**src/rtl/ice_cmd_framer.sv**
```systemverilog
// Receive-side ICE command framer: parses type/event/len/payload frames from the UART byte stream.
// Optional inter-byte timeout with NAK reporting is compiled in when ICE_FRAMER_TIMEOUT_EN is defined.
module ice_cmd_framer #(
   parameter int PAYLOAD_DEPTH  = 256,
   parameter int TIMEOUT_CYCLES = 100000
) (
   input  logic       clk,
   input  logic       reset,
   input  logic       rx_latch,
   input  logic [7:0] rx_data,
   output logic       frame_valid,
   output logic [7:0] frame_type,
   output logic [7:0] frame_event,
   output logic [7:0] frame_len,
   output logic [7:0] pl_data,
   output logic       pl_empty,
   input  logic       pl_rd,
   input  logic       frame_ack,
   output logic       nak_req,
   output logic [7:0] nak_event,
   output logic [7:0] nak_code,
   output logic [7:0] drop_cnt
);

   localparam int PW = $clog2(PAYLOAD_DEPTH);

   if (PAYLOAD_DEPTH < 255 || TIMEOUT_CYCLES < 2) begin : g_param_check
      $error("ice_cmd_framer: PAYLOAD_DEPTH must be >= 255 and TIMEOUT_CYCLES >= 2");
   end

   typedef enum logic [2:0] {IDLE, EVENT, LEN, PAYLOAD, READY} state_t;

   state_t          state;
   logic            rx_prev;
   logic            accept;
   logic            timeout_fire;
   logic            in_frame;
   logic            wr_en;
   logic [7:0]      remaining;
   logic [PW-1:0]   wr_ptr;
   logic [PW-1:0]   rd_ptr;
   logic [7:0]      mem [PAYLOAD_DEPTH];

   // A held rx_latch level counts as a single byte, so only the rising edge is accepted.
   assign accept   = rx_latch & ~rx_prev;
   assign in_frame = (state == EVENT) || (state == LEN) || (state == PAYLOAD);
   assign wr_en    = (state == PAYLOAD) && accept && !timeout_fire;
   assign pl_empty = (rd_ptr == wr_ptr);
   assign pl_data  = pl_empty ? 8'h00 : mem[rd_ptr];

`ifdef ICE_FRAMER_TIMEOUT_EN
   localparam int TW = $clog2(TIMEOUT_CYCLES);

   logic [TW-1:0] idle_cnt;

   assign timeout_fire = in_frame && (idle_cnt == TW'(TIMEOUT_CYCLES - 1));

   always_ff @(posedge clk) begin
      if (reset) begin
         idle_cnt  <= '0;
         nak_req   <= 1'b0;
         nak_event <= 8'h00;
         nak_code  <= 8'h00;
      end else begin
         nak_req <= timeout_fire;
         if (timeout_fire || !in_frame || accept) begin
            idle_cnt <= '0;
         end else begin
            idle_cnt <= idle_cnt + TW'(1);
         end
         // An abort before the event byte arrived has no event ID to report.
         if (timeout_fire) begin
            nak_event <= (state == EVENT) ? 8'h00 : frame_event;
            nak_code  <= 8'h01;
         end
      end
   end
`else
   assign timeout_fire = 1'b0;
   assign nak_req      = 1'b0;
   assign nak_event    = 8'h00;
   assign nak_code     = 8'h00;
`endif

   always_ff @(posedge clk) begin
      if (wr_en) begin
         mem[wr_ptr] <= rx_data;
      end
   end

   always_ff @(posedge clk) begin
      if (reset) begin
         state       <= IDLE;
         rx_prev     <= 1'b0;
         frame_valid <= 1'b0;
         frame_type  <= 8'h00;
         frame_event <= 8'h00;
         frame_len   <= 8'h00;
         remaining   <= 8'h00;
         wr_ptr      <= '0;
         rd_ptr      <= '0;
         drop_cnt    <= 8'h00;
      end else begin
         rx_prev <= rx_latch;
         if (timeout_fire) begin
            state  <= IDLE;
            wr_ptr <= '0;
            rd_ptr <= '0;
         end else begin
            case (state)
               IDLE: begin
                  if (accept) begin
                     frame_type <= rx_data;
                     state      <= EVENT;
                  end
               end
               EVENT: begin
                  if (accept) begin
                     frame_event <= rx_data;
                     state       <= LEN;
                  end
               end
               LEN: begin
                  if (accept) begin
                     frame_len <= rx_data;
                     remaining <= rx_data;
                     if (rx_data == 8'h00) begin
                        frame_valid <= 1'b1;
                        state       <= READY;
                     end else begin
                        state <= PAYLOAD;
                     end
                  end
               end
               PAYLOAD: begin
                  if (accept) begin
                     wr_ptr    <= wr_ptr + PW'(1);
                     remaining <= remaining - 8'h01;
                     if (remaining == 8'h01) begin
                        frame_valid <= 1'b1;
                        state       <= READY;
                     end
                  end
               end
               READY: begin
                  if (accept && drop_cnt != 8'hFF) begin
                     drop_cnt <= drop_cnt + 8'h01;
                  end
                  // Release takes priority over a read in the same cycle.
                  if (frame_ack) begin
                     frame_valid <= 1'b0;
                     wr_ptr      <= '0;
                     rd_ptr      <= '0;
                     state       <= IDLE;
                  end else if (pl_rd && !pl_empty) begin
                     rd_ptr <= rd_ptr + PW'(1);
                  end
               end
               default: state <= IDLE;
            endcase
         end
      end
   end

endmodule

```
**config.mk**
```make
export PLATFORM = sky130hd
export DESIGN_NAME = ice_cmd_framer
export DESIGN_NICKNAME = d
export VERILOG_FILES = /design/src/rtl/ice_cmd_framer.sv
export SDC_FILE = /design/constraint.sdc
export NUM_CORES = 2
export LEC_CHECK = 0
export BUFFER_PORTS_ARGS = -buffer_cell sky130_fd_sc_hd__buf_2
export CAP_MARGIN = 20
export CORE_ASPECT_RATIO = 1.25
export CORE_UTILIZATION = 44
export CTS_CLUSTER_DIAMETER = 40
export DETAILED_ROUTE_END_ITERATION = 6
export HOLD_SLACK_MARGIN = 0.03
export PLACE_DENSITY = 0.55
export SYNTH_ARGS = -nofsm -noshare
export SYNTH_HDL_FRONTEND = slang
export SYNTH_SLANG_ARGS = --single-unit
```
**constraint.sdc**
```tcl
create_clock -name clk -period 3.4 [get_ports clk]
set_input_delay 0.68 -clock clk [delete_from_list [all_inputs] [get_ports clk]]
set_output_delay 0.68 -clock clk [all_outputs]
set_load 0.02 [all_outputs]
```
## Word-level counts from Yosys, hierarchy flattened

Memories as Yosys holds them, arrays and structs flattened. A register that Yosys moved wholly into a read port is not among the register bits.
Cells that the tools add are included.

| operators by class | value |
|---|---|
| multiply operators | 0 |
| order comparisons | 0 |
| reduce and logical (&&, ||, !) cells | 19 |
| add/subtract/negate cells | 4 |
| div/mod/pow operators | 0 |
| eq/ne operators | 14 |
| shift-type cells | 0 |
| bitwise operators | 2 |
| multiplexer cells | 27 |

Operators by type and width:

| operator | count |
|---|---|
| $mux 8 | 9 |
| $pmux 8 s2 | 2 |
| $add 8x1->8 const B | 3 |
| $mux 3 | 7 |
| $pmux 3 s5 | 1 |
| $reduce_and 6->1 | 2 |
| $ne 2x2->1 const B | 5 |
| $reduce_and 2->1 | 5 |
| $eq 8x1->1 const B | 1 |
| $eq 8x8->1 | 1 |
| $logic_not 8->1 | 1 |
| $ne 8x8->1 const B | 1 |
| $sub 8x1->8 const B | 1 |
| $mux 1 | 7 |
| $eq 3x2->1 const B | 2 |
| $reduce_and 3->1 | 2 |
| $reduce_bool 2->1 | 3 |
| $ne 2x1->1 const B | 2 |
| $eq 3x1->1 const B | 1 |
| $eq 3x3->1 const B | 1 |
| $logic_and 1x1->1 | 3 |
| $logic_not 3->1 | 1 |
| $pmux 1 s3 | 1 |
| $reduce_bool 3->1 | 1 |
| other kinds (3) | 3 |

| word-level totals | value |
|---|---|
| memory bits (read-only) | 0 |
| bits in latches | 0 |
| RAM bits | 2,048 |
| bits in registers | 61 |
| logic and storage cells | 77 |
| input bits | 13 |
| memories | 1 |
| output and inout port bits | 59 |

Memory list:

| name | depth | width | read ports | clocked after Yosys merged registers in | write ports | line | text |
|---|---|---|---|---|---|---|---|
| mem | 256 | 8 | 1 | 1 | 1 | 42 | `logic [7:0] mem [PAYLOAD_DEPTH];` |

## Logic depth before layout (Yosys ltp)

| depth | value |
|---|---|
| depth in word-level cells | 7 |
| gate-level depth with buffers | 13 |
| gate-level depth less buffers | 8 |

## Worst setup path after synthesis

No wires, ideal clock.

| timing | value |
|---|---|
| path type | register -> output |
| start point | register (tool-made name) |
| end point | output port pl_data[5] |
| required time | 2.720 ns |
| path buffers | 6 |
| stages on the path, launching flop included | 13 |
| slack | -0.092 ns |
| data arrival time | 2.812 ns |
| path through | dfxtp_1 buf_6 buf_6 buf_4 buf_4 buf_4 buf_4 mux2i_1 o221ai_1 o22ai_1 o21ai_0 a31oi_1 nor4_1 |

RTL lines:

| element | line | text |
|---|---|---|
| to (decl) | 15 | `output logic [7:0] pl_data,` |

==> run metrics <==
outcome finished with violations; failing checks negative setup slack; top cells by area, synth edfxtp_1 (75%), mux4_2 (9.4%), mux2i_1 (4.2%), dfxtp_1 (1.7%), nor2_1 (1.6%); Arr. time, crit path 3.93 ns; Max-Cap Viols 0; Synth async-reset ratio 0%; CTS Root Buffer Type clkbuf_16; CP Class reg2out; Remaining DRCs 0; GPL Wtd Cong 0.869; clock transition at the registers of the reported paths 0.06 ns; Max Root-Sink Buffers 4; Post-Syn Instances 4353; H-tree depth 5; PwrDens 562 nW/um^2; post-route clock period utilization 136%; cell repeated most along the worst path buf_12; final setup violating endpoints 8; Clk pwr share 48.4%; commonest non-fill, non-tap cell in the layout edfxtp_1; Hold Vio Cnt, Final 0; Yosys reg bits 2117; Logic pwr share 1.3%; Pins Over Slew Limit 0; unrepaired setup endpoints after global routing true; initial core utilization 44.3%; Skew-Pair Late Insertion Delay 0.91 ns; multi-input gate area in the final layout 19300 um^2; vias 44600; max_slew headroom 33.3%; mapped cell area 82500 um^2; clock buffer count from CTS 274; crit path time final 4.61 ns; Pint 45.5 mW; final cell count without fillers 7848; WL/cell 28.1 um; worst hold path depth 1; DRT iter0 DRCs 3447; row count 177; nets@finish 5180; worst min path class in2reg; Critical Path RT 2.72 ns; vias per cell 5.68; number of global-route vias before repair 45500; Crit Path Max Fanout 7; cells on worst reg2reg path 8; CP top delay family buffers and inverters; design area 101000 um^2; Placement Setup Slack -0.884 ns; post-synthesis cell type count 56; sw power 11.4 mW; Synth area leader edfxtp_1; yosys synthesis warning count 0; placed inst area 91000 um^2; post-synth top area share 74.5%; drt total wl 220 mm; Pleak 32.1 nW; Worst path slowest cell mux4_2; DRT antenna net count 0; sequential share of power 50.3%; actual slew at the worst max-slew pin 1.00 ns; Peak Freq 0.217 GHz; Post-synth EDFFs 2048; Worst Setup Start Kind register; I/O Buffers 54; switch share 20.1%; core area 186000 um^2; Die Y 486 um; delay of the slowest critical-path stage 0.54 ns; GRT overflow 0; TritonCTS Sinks 2117; filler instances 14500; Register Area 62900 um^2; sequential-to-total area share from yosys stat 76.2%; worst setup margin -1.21 ns; initial antenna violation count 3; Area Growth Syn to Fin 22.7%; GRT Overall Usage 23.3%; syn avg cell area 19.0 um^2; hpwl dp 140 mm; crit-path cells buf_12 > buf_12 > buf_8 > buf_12 > buf_12 > mux4_2 > a22oi_2 > nand2_2 > a2111oi_4 > buf_4 > nor3_4 > buf_6; peak supply drop 0.375 mV; DR pass1 iterations 6; CP bufs+invs 7; layout cells sized above 1 31.8%; Primary FF master, synth edfxtp_1; die area 189000 um^2; Ports 72; CTS tree built; Critical Path Sink Type output port; Max Clock Skew 0.0494 ns; critical path depth in cells 12; first-pass GRT wire length 319 mm; dpl cells 7348; most frequent cells in the layout edfxtp_1 (2048), buf_4 (611), nor2_1 (358); die width 389 um; largest net degree at the start of global routing 166
-- worst register-to-register path, delay by kind of cell (launching register included) --
family / cells / cell delay [ns]
buf+inv: 3 / 0.80
flops: 1 / 0.37
simple gates: 5 / 1.38
-- power groups by stage --
stage	logic [mW]	clock network, mW	registers, mW
floorplan	0.173	0	29.2
detailed placement	0.777	0	29.2
CTS	0.784	28.0	28.6
global route	0.828	29.0	28.6
global placement	0.749	0	29.2
finish	0.762	27.5	28.6
-- synth_stat cells, drive strengths merged, types with 5 or more instances --
library cell and instances:
edfxtp 2048, nor2 362, mux2i 345, mux4 345, clkbuf 150, buf 125, o221ai 120, nand2 116
a21oi 115, a22oi 90, o21ai 83, dfxtp 69, nand3 61, o22ai 59, nor3 52, a211oi 17
nor4 15, xnor2 15, nand4 14, nor2b 13, xor2 13, inv 11, a2111oi 9, a211o 8
a31oi 8, ha 8, mux2 8, a21bo 7, nand2b 7, o31ai 7, or3 7, or4 7
and3 6, and2 5, nor3b 5
-- through the flow --
stage	power, mW	util (%)	hold slack [ns]	setup TNS (ns)
floorplan	29.4	-	0.457	0
global placement	29.9	48.9	0.459	-5.96
detailed placement	30.0	48.9	0.467	-5.72
CTS	57.4	54.2	0.0880	-9.85
global route	58.4	54.4	0.103	-10.07
finish	56.9	54.4	0.140	-9.40
-- metal layers --
layer  part of all wire [%]  wire length [um]  GRT usage (%)  vias up
met4                    3.0              6650           7.58        0
li1                       -                 -              -    19400
met2                     51            112000           39.5     1324
met3                    5.3             11700           3.40      315
met5                      0                 0              0        -
met1                     41             90100           31.0    23500
-- worst paths after layout --
check	startpoint	end	slack, ns
min reg2reg	frame_len[6]$_SDFFE_PP0P_	frame_len[6]$_SDFFE_PP0P_	0.48
max	register	pl_data[3]	-1.21
min	rx_data[1]	mem[241][1]$_DFFE_PP_	0.14
max reg2reg	state[0]$_SDFFE_PP0P_	mem[60][7]$_DFFE_PP_	0.52
-- sequential cells by signal, indices dropped and copies added, names as in the netlist, named ones only --
signal and flops:
frame_type 8, rx_prev 1, frame_valid 1, drop_cnt 8, wr_ptr 8, state 3, frame_event 8, mem 2048
remaining 8, frame_len 8, rd_ptr 8
-- final cells by class --
cell class / instances / share of cell area [%]
Multi-Input combinational cell: 1966 / 19.0
Tap cell: 2506 / 3.09
Sequential cell: 2117 / 62.1
Clock inverter: 143 / 1.39
Timing Repair Buffer: 789 / 7.26
Inverter: 11 / 0.0432
Antenna cell: 3 / 0.00741
Clock buffer: 313 / 7.10
-- timing repair --
action                                  4_1_cts  5_1_grt
resized for setup                           195       65
hold buffers                                  3        0
pin swaps                                    32       27
cloned                                        8        3
endpoints found under the setup margin        8        8
hold endpoints to repair                     11        0
setup buffers                                27        5
-- logic make-up (layout without fill, tap and decap cells) --
logic type               Yosys count  in the layout  synth area share, %
other                              1             20              0.00454
AND/OR/NAND/NOR                  677            677                 3.55
AO/OA/AOI/OAI                    538            538                 4.45
buffers and inverters            286           1256                 1.69
flip-flops                      2117           2117                 76.2
XOR/XNOR                          28             28                0.297
adder cells (fa/ha/maj)            8              8                0.121
multiplexers                     698            698                 13.7
No activity file was read; power rests on OpenSTA's default activity.
